$ cat config.mk
export PLATFORM = sky130hd
export DESIGN_NAME = spi_master_mcs
export DESIGN_NICKNAME = d
export VERILOG_FILES = /design/src/rtl/spi_master_mcs.sv
export SDC_FILE = /design/constraint.sdc
export NUM_CORES = 1
export LEC_CHECK = 0
export CAP_MARGIN = 20
export CORE_ASPECT_RATIO = 2
export CORE_MARGIN = 2
export CORE_UTILIZATION = 45
export CTS_CLUSTER_DIAMETER = 80
export DETAILED_ROUTE_END_ITERATION = 10
export PLACE_DENSITY_LB_ADDON = 0.1
export SLEW_MARGIN = 25
export SYNTH_ARGS = -nofsm -noshare
export SYNTH_HDL_FRONTEND = slang
export SYNTH_SLANG_ARGS = --single-unit
$ cat constraint.sdc
create_clock -name clk -period 2.9 [get_ports clk]
set_input_delay 0.58 -clock clk [delete_from_list [all_inputs] [get_ports clk]]
set_output_delay 0.58 -clock clk [all_outputs]
set_load 0.005 [all_outputs]
$ cat src/rtl/spi_master_mcs.sv
// Multi-slave SPI master with a per-frame configuration that is latched when
// the frame is accepted: CPOL/CPHA, frame length, bit order, SCK divider,
// slave select and CS hold for back-to-back bursts.
module spi_master_mcs #(
   parameter int DATA_WIDTH_LOG = 5,
   parameter int CS_NUM         = 4,
   parameter int DIV_WIDTH      = 8,
   localparam int W             = 2**DATA_WIDTH_LOG,
   // one spare bit so out-of-range selects can be presented and flagged
   localparam int SEL_W         = $clog2(CS_NUM) + 1
) (
   input  logic                      clk,
   input  logic                      rst_n,
   input  logic                      start,
   input  logic                      cfg_cpol,
   input  logic                      cfg_cpha,
   input  logic [DATA_WIDTH_LOG-1:0] cfg_len,
   input  logic                      cfg_lsb_first,
   input  logic [DIV_WIDTH-1:0]      cfg_div,
   input  logic [SEL_W-1:0]          cfg_cs_sel,
   input  logic                      cfg_cs_keep,
   input  logic [W-1:0]              din,
   output logic                      busy,
   output logic                      done,
   output logic                      err,
   output logic [W-1:0]              dout,
   output logic                      sck,
   output logic [CS_NUM-1:0]         cs_n,
   output logic                      mosi,
   input  logic                      miso
);

   localparam int DL = DATA_WIDTH_LOG;

   typedef enum logic [2:0] {IDLE, GAP, SETUP, XFER, HOLD} state_t;

   state_t               state_q, state_d;
   logic [DIV_WIDTH-1:0] hcnt_q;     // cycles left in current half-period
   logic [DL:0]          ecnt_q;     // SCK edge index within the frame, 0..2N-1
   logic [W-1:0]         din_q, rx_q;
   logic [DL-1:0]        len_q;
   logic [DIV_WIDTH-1:0] div_q;
   logic                 cpol_q, cpha_q, lsb_q, keep_q, held_q;
   logic [SEL_W-1:0]     sel_q;

   // bit position inside the word for the b-th bit on the wire
   function automatic logic [DL-1:0] bit_pos(input logic lsb, input logic [DL-1:0] len,
                                             input logic [DL-1:0] b);
      return lsb ? b : len - b;
   endfunction

   logic          sel_ok, tick, lead, last_edge;
   logic [DL-1:0] bit_idx;
   assign sel_ok    = int'(cfg_cs_sel) < CS_NUM;
   assign tick      = (hcnt_q == '0);
   assign lead      = ~ecnt_q[0];
   assign last_edge = (ecnt_q == {len_q, 1'b1});
   assign bit_idx   = ecnt_q[DL:1];

   // state register
   always_ff @(posedge clk or negedge rst_n) begin
      if (!rst_n) state_q <= IDLE;
      else        state_q <= state_d;
   end

   // next state: a held CS is reused only when slave and idle level both match
   always_comb begin
      state_d = state_q;
      unique case (state_q)
         IDLE: if (start && sel_ok) begin
            if (!held_q)                                     state_d = SETUP;
            else if (cfg_cs_sel == sel_q && cfg_cpol == sck) state_d = XFER;
            else                                             state_d = GAP;
         end
         GAP:     if (tick) state_d = SETUP;
         SETUP:   if (tick) state_d = XFER;
         XFER:    if (tick && last_edge) state_d = HOLD;
         HOLD:    if (tick) state_d = IDLE;
         default: state_d = IDLE;
      endcase
   end

   // control strobes; in IDLE the frame view comes straight from the inputs
   logic                 accept, reject, enter, enter_gap, sel_low, edge_now;
   logic                 sample_now, shift_now, finish, first_bit;
   logic [DL-1:0]        shift_idx, f_len;
   logic [W-1:0]         f_din;
   logic [DIV_WIDTH-1:0] f_div;
   logic [SEL_W-1:0]     f_sel;
   logic                 f_cpol, f_cpha, f_lsb;
   always_comb begin
      accept     = (state_q == IDLE) && start && sel_ok;
      reject     = (state_q == IDLE) && start && !sel_ok;
      enter      = (state_d != state_q);
      enter_gap  = enter && (state_d == GAP);
      sel_low    = enter && (state_d == SETUP || (state_q == IDLE && state_d == XFER));
      edge_now   = (state_q == XFER) && tick;
      sample_now = edge_now && (cpha_q ? !lead : lead);
      shift_now  = edge_now && (cpha_q ? lead : (!lead && !last_edge));
      shift_idx  = cpha_q ? bit_idx : bit_idx + DL'(1);
      finish     = (state_q == HOLD) && tick;
      f_din      = (state_q == IDLE) ? din           : din_q;
      f_len      = (state_q == IDLE) ? cfg_len       : len_q;
      f_div      = (state_q == IDLE) ? cfg_div       : div_q;
      f_sel      = (state_q == IDLE) ? cfg_cs_sel    : sel_q;
      f_cpol     = (state_q == IDLE) ? cfg_cpol      : cpol_q;
      f_cpha     = (state_q == IDLE) ? cfg_cpha      : cpha_q;
      f_lsb      = (state_q == IDLE) ? cfg_lsb_first : lsb_q;
      first_bit  = f_din[bit_pos(f_lsb, f_len, '0)];
   end

   // datapath and registered pins
   always_ff @(posedge clk or negedge rst_n) begin
      if (!rst_n) begin
         hcnt_q <= '0;  ecnt_q <= '0;  din_q <= '0;  rx_q <= '0;
         len_q  <= '0;  div_q  <= '0;  sel_q <= '0;
         cpol_q <= 1'b0; cpha_q <= 1'b0; lsb_q <= 1'b0; keep_q <= 1'b0; held_q <= 1'b0;
         busy <= 1'b0; done <= 1'b0; err <= 1'b0; dout <= '0;
         sck  <= 1'b0; cs_n <= '1;   mosi <= 1'b0;
      end else begin
         done <= finish;
         err  <= reject;
         busy <= (state_d != IDLE);

         if (accept) begin
            din_q  <= din;      len_q  <= cfg_len;  div_q <= cfg_div;  sel_q <= cfg_cs_sel;
            cpol_q <= cfg_cpol; cpha_q <= cfg_cpha; lsb_q <= cfg_lsb_first;
            keep_q <= cfg_cs_keep;
            rx_q   <= '0;
            ecnt_q <= '0;
         end

         // half-period timer: reload on every state change and every SCK edge
         if (enter)                hcnt_q <= f_div;
         else if (edge_now)        hcnt_q <= div_q;
         else if (state_q != IDLE) hcnt_q <= hcnt_q - DIV_WIDTH'(1);

         if (edge_now && !last_edge) ecnt_q <= ecnt_q + (DL+1)'(1);

         if (sel_low)       sck <= f_cpol;
         else if (edge_now) sck <= ~sck;

         if (enter_gap)                cs_n <= '1;
         else if (sel_low)             cs_n <= ~(CS_NUM'(1) << f_sel);
         else if (finish && !keep_q)   cs_n <= '1;

         if (sel_low && !f_cpha) mosi <= first_bit;
         else if (shift_now)     mosi <= din_q[bit_pos(lsb_q, len_q, shift_idx)];

         if (sample_now) rx_q[bit_pos(lsb_q, len_q, bit_idx)] <= miso;

         if (finish) begin
            dout   <= rx_q;
            held_q <= keep_q;
         end
      end
   end

endmodule
==> reports/metrics.cfg <==
[logic_synthesis]
synthesis.area_um2 = 8030
synth_area_leaders = dfrtp_1, nand2_1, mux2i_1
yosysWarnings = 0
synth_nets = 955
ys_seq_area_share_pct = 44.6
synth_ff_type = dfrtp_1
async_flop_share_pct = 100
synth_largest_area_cell = dfrtp_1
yosysTopAreaCellShare_pct = 43.3
ys_ff_latch = 143
yosysUniqueCellTypes = 73
synth-edff-count = 0
synthCells = 885
synth_area_per_cell_um2 = 9.08

[die]
io_pins = 97
start_util_pct = 45.6
die_x_um = 98.5
die_height_um = 193
core_area_um2 = 17600
dieArea_um2 = 19000
num_rows = 69

[finish]
final-seq-area_um2 = 3580
multi_input_area_um2 = 4250
final_layout_size_suffix_gt1_share_pct = 13.2
fin_nets = 1067
antenna_cells = 0
area_growth_pct = 26.4
nFillCells = 1639

[clock_tree]
numCtsBuffers = 17
cts_tree = done
cts.path.max_buffers = 2
cts_sinks = 143
clk_latency_ns = 0.42
h-tree-depth = 4
hold_buffers = 0
cts-root-buf = clkbuf_16
clkTransAtPathRegs_ns = 0.07

[timing]
post-route-period-util_pct = 99.0
rsz0062_at_grt = yes
clock.fmax_mhz = 348
max_slew_margin_pct = 53.1
period_needed_ns = 2.87
worst_pin_slew_ns = 0.703
finClkSkew_ns = 0.00779
setup_tns_ns = 0
drv_slew = 0
setup_viol = 0
final_hold_viol_count = 0

[power_and_ir_drop]
netSwitchingFraction_pct = 36.9
combPwrFrac_pct = 41.3
power.density_nw_per_um2 = 749
leakagePower_nw = 4.85
pwr-share-clk_pct = 27.1
p_sw_mw = 2.81
seq_power_share_pct = 31.6
power.internal_mw = 4.80
finalPower_mw = 7.61
vdd_drop_max_uv = 385

[routing]
first_pass_iters = 5
top_layer = met4
postRouteAntennaNets = 0
met3_length_um = 890
m1WireLength_mm = 9.54
viasPerCell = 5.62
drc = 0
wl_per_cell_um = 17.2
wl_mm = 21.1
drt_iter0_markers = 353
vias = 6870
wl_met2_mm = 10.2

[worst_setup_path]
start_kind = register
reg2reg_from = ecnt_q[2]
reg2reg_setup_slack_ns = 0.03
crit_start = ecnt_q[2]
crit_fanout = 8
cp.arrival_ns = 3.16
r2r-end = mosi
r2r_cells = 13
cp.required_ns = 3.19
critical_path_class = reg2reg
cp-end-kind = register

[job]
max-cap-violations = 0

[global_route]
grt_antenna_before_repair = 0
grt_max_degree = 84
grt_usage_pct = 22.8
grt_pass1_vias = 6821
grt_overflow_total = 0
grt_pass1_wl_mm = 34.6

[placement]
io_buffers = 96
gp_congestion = 0.847
hpwl_mm = 14.4

[outcome]
status = completed

[worst_hold_path]
hold_class = in2async

==> layout by cell type, fill, tap and decap left out, drive strengths merged, types with 4 or more instances in the layout <==
| cell | count |
|---|---|
| nor2 | 25 |
| ha | 12 |
| dfstp | 4 |
| nand4 | 14 |
| o311ai | 25 |
| xnor2 | 16 |
| clkinvlp | 5 |
| o21ai | 19 |
| a211oi | 4 |
| mux2 | 8 |
| o41ai | 17 |
| buf | 56 |
| nor3b | 6 |
| o32a | 4 |
| nand2 | 304 |
| nand3b | 5 |
| o221ai | 8 |
| a31oi | 8 |
| clkdlybuf4s50 | 95 |
| mux2i | 59 |
| or3 | 4 |
| nand2b | 11 |
| a21oi | 9 |
| clkbuf | 17 |
| mux4 | 8 |
| inv | 25 |
| xor2 | 8 |
| nor3 | 8 |
| nor2b | 10 |
| nand3 | 24 |
| dfrtp | 139 |
==> worst max-delay path by stage <==
stage / end / slack (ns)
3_3_place_gp: rx_q[7] / -0.12
2_1_floorplan: rx_q[31] / 0.02
4_1_cts: mosi / 0.02
5_1_grt: mosi / -0.11
6_report: mosi / 0.03
3_5_place_dp: rx_q[6] / -0.17
==> critical path, stage by stage, from the launching register on <==
cell	delay [ns]
dfrtp_1	0.42
ha_1	0.33
mux2i_4	0.18
inv_1	0.08
fa_1	0.43
xnor2_1	0.16
nor2_1	0.06
a21oi_2	0.13
buf_6	0.18
buf_4	0.13
mux2i_1	0.09
a22o_1	0.23
o211ai_1	0.19
o211ai_1	0.12
==> cells in the mapped netlist (all sizes together), types with 3 or more instances <==
cell	instances
dfrtp	139
nand2b	11
a211oi	4
a21o	3
a21oi	9
a31oi	8
mux2i	59
dfstp	4
and2	3
xor2	8
o211ai	3
a311oi	3
o221ai	8
o311ai	25
nor2	25
nand3b	5
or3	4
mux4	8
nor3b	6
o41ai	17
nor2b	10
nand4	14
xnor2	15
inv	17
mux2	8
o32a	4
o31ai	3
nand2	304
buf	17
nand3	24
clkbuf	42
o21a	3
nor3	8
ha	12
o21ai	19
==> registers in the layout (all words and copies together) (netlist names) <==
| name | count |
|---|---|
| cpha_q | 1 |
| div_q | 8 |
| busy | 1 |
| mosi | 1 |
| dout | 32 |
| sck | 1 |
| cpol_q | 1 |
| cs_n | 4 |
| done | 1 |
| rx_q | 32 |
| held_q | 1 |
| state_q | 3 |
| din_q | 32 |
| len_q | 5 |
| lsb_q | 1 |
| ecnt_q | 6 |
| sel_q | 3 |
| hcnt_q | 8 |
| keep_q | 1 |
| err | 1 |
==> what timing repair did <==
item	CTS	global route
endpoints found under the setup margin	25	40
setup buffers	1	2
pin swaps	0	1
resized for setup	6	34
cloned	0	1
==> power by group through the flow <==
stage	sequential, mW	combinational [mW]	clock [mW]
2_1_floorplan	2.38	1.97	0
5_1_grt	2.43	3.43	2.20
6_report	2.40	3.14	2.06
3_3_place_gp	2.43	2.80	0
3_5_place_dp	2.43	2.84	0
4_1_cts	2.40	2.96	2.11
==> per-stage QoR <==
stage,area (um^2),hold WS [ns],utilization [%],cells,setup WS [ns]
2_1_floorplan,8040,0.284,-,885,0.0176
3_5_place_dp,9450,0.445,53.7,1187,-0.169
5_1_grt,10200,0.174,57.7,1223,-0.112
6_report,10200,0.134,57.7,1223,0.0303
3_3_place_gp,9450,0.447,53.7,1187,-0.123
4_1_cts,10000,0.152,57.1,1220,0.0229
==> layer usage <==
metal  global-route usage [%]  vias up
li1                         -     3339
met1                     30.7     3317
met2                     37.3      183
met3                     3.39       31
met4                     8.59        0
met5                        0        -
==> cells by family after synthesis <==
logic type,after synthesis,share of synthesized area (%)
fa+ha+maj,14,2.37
flops,143,44.6
simple gates,423,22.8
mux,75,10.9
compound gates,130,12.6
xor+xnor,23,2.51
buf+inv,77,4.14
==> area by class of cell <==
cell class / count / area share [%]
tap: 213 / 2.62
multi-input combinational: 666 / 41.9
timing repair buffer: 151 / 14.1
clock inverter: 15 / 1.24
clock buffer: 17 / 4.19
inverter: 18 / 0.665
sequential: 143 / 35.3
No activity file was read; power rests on OpenSTA's default activity.
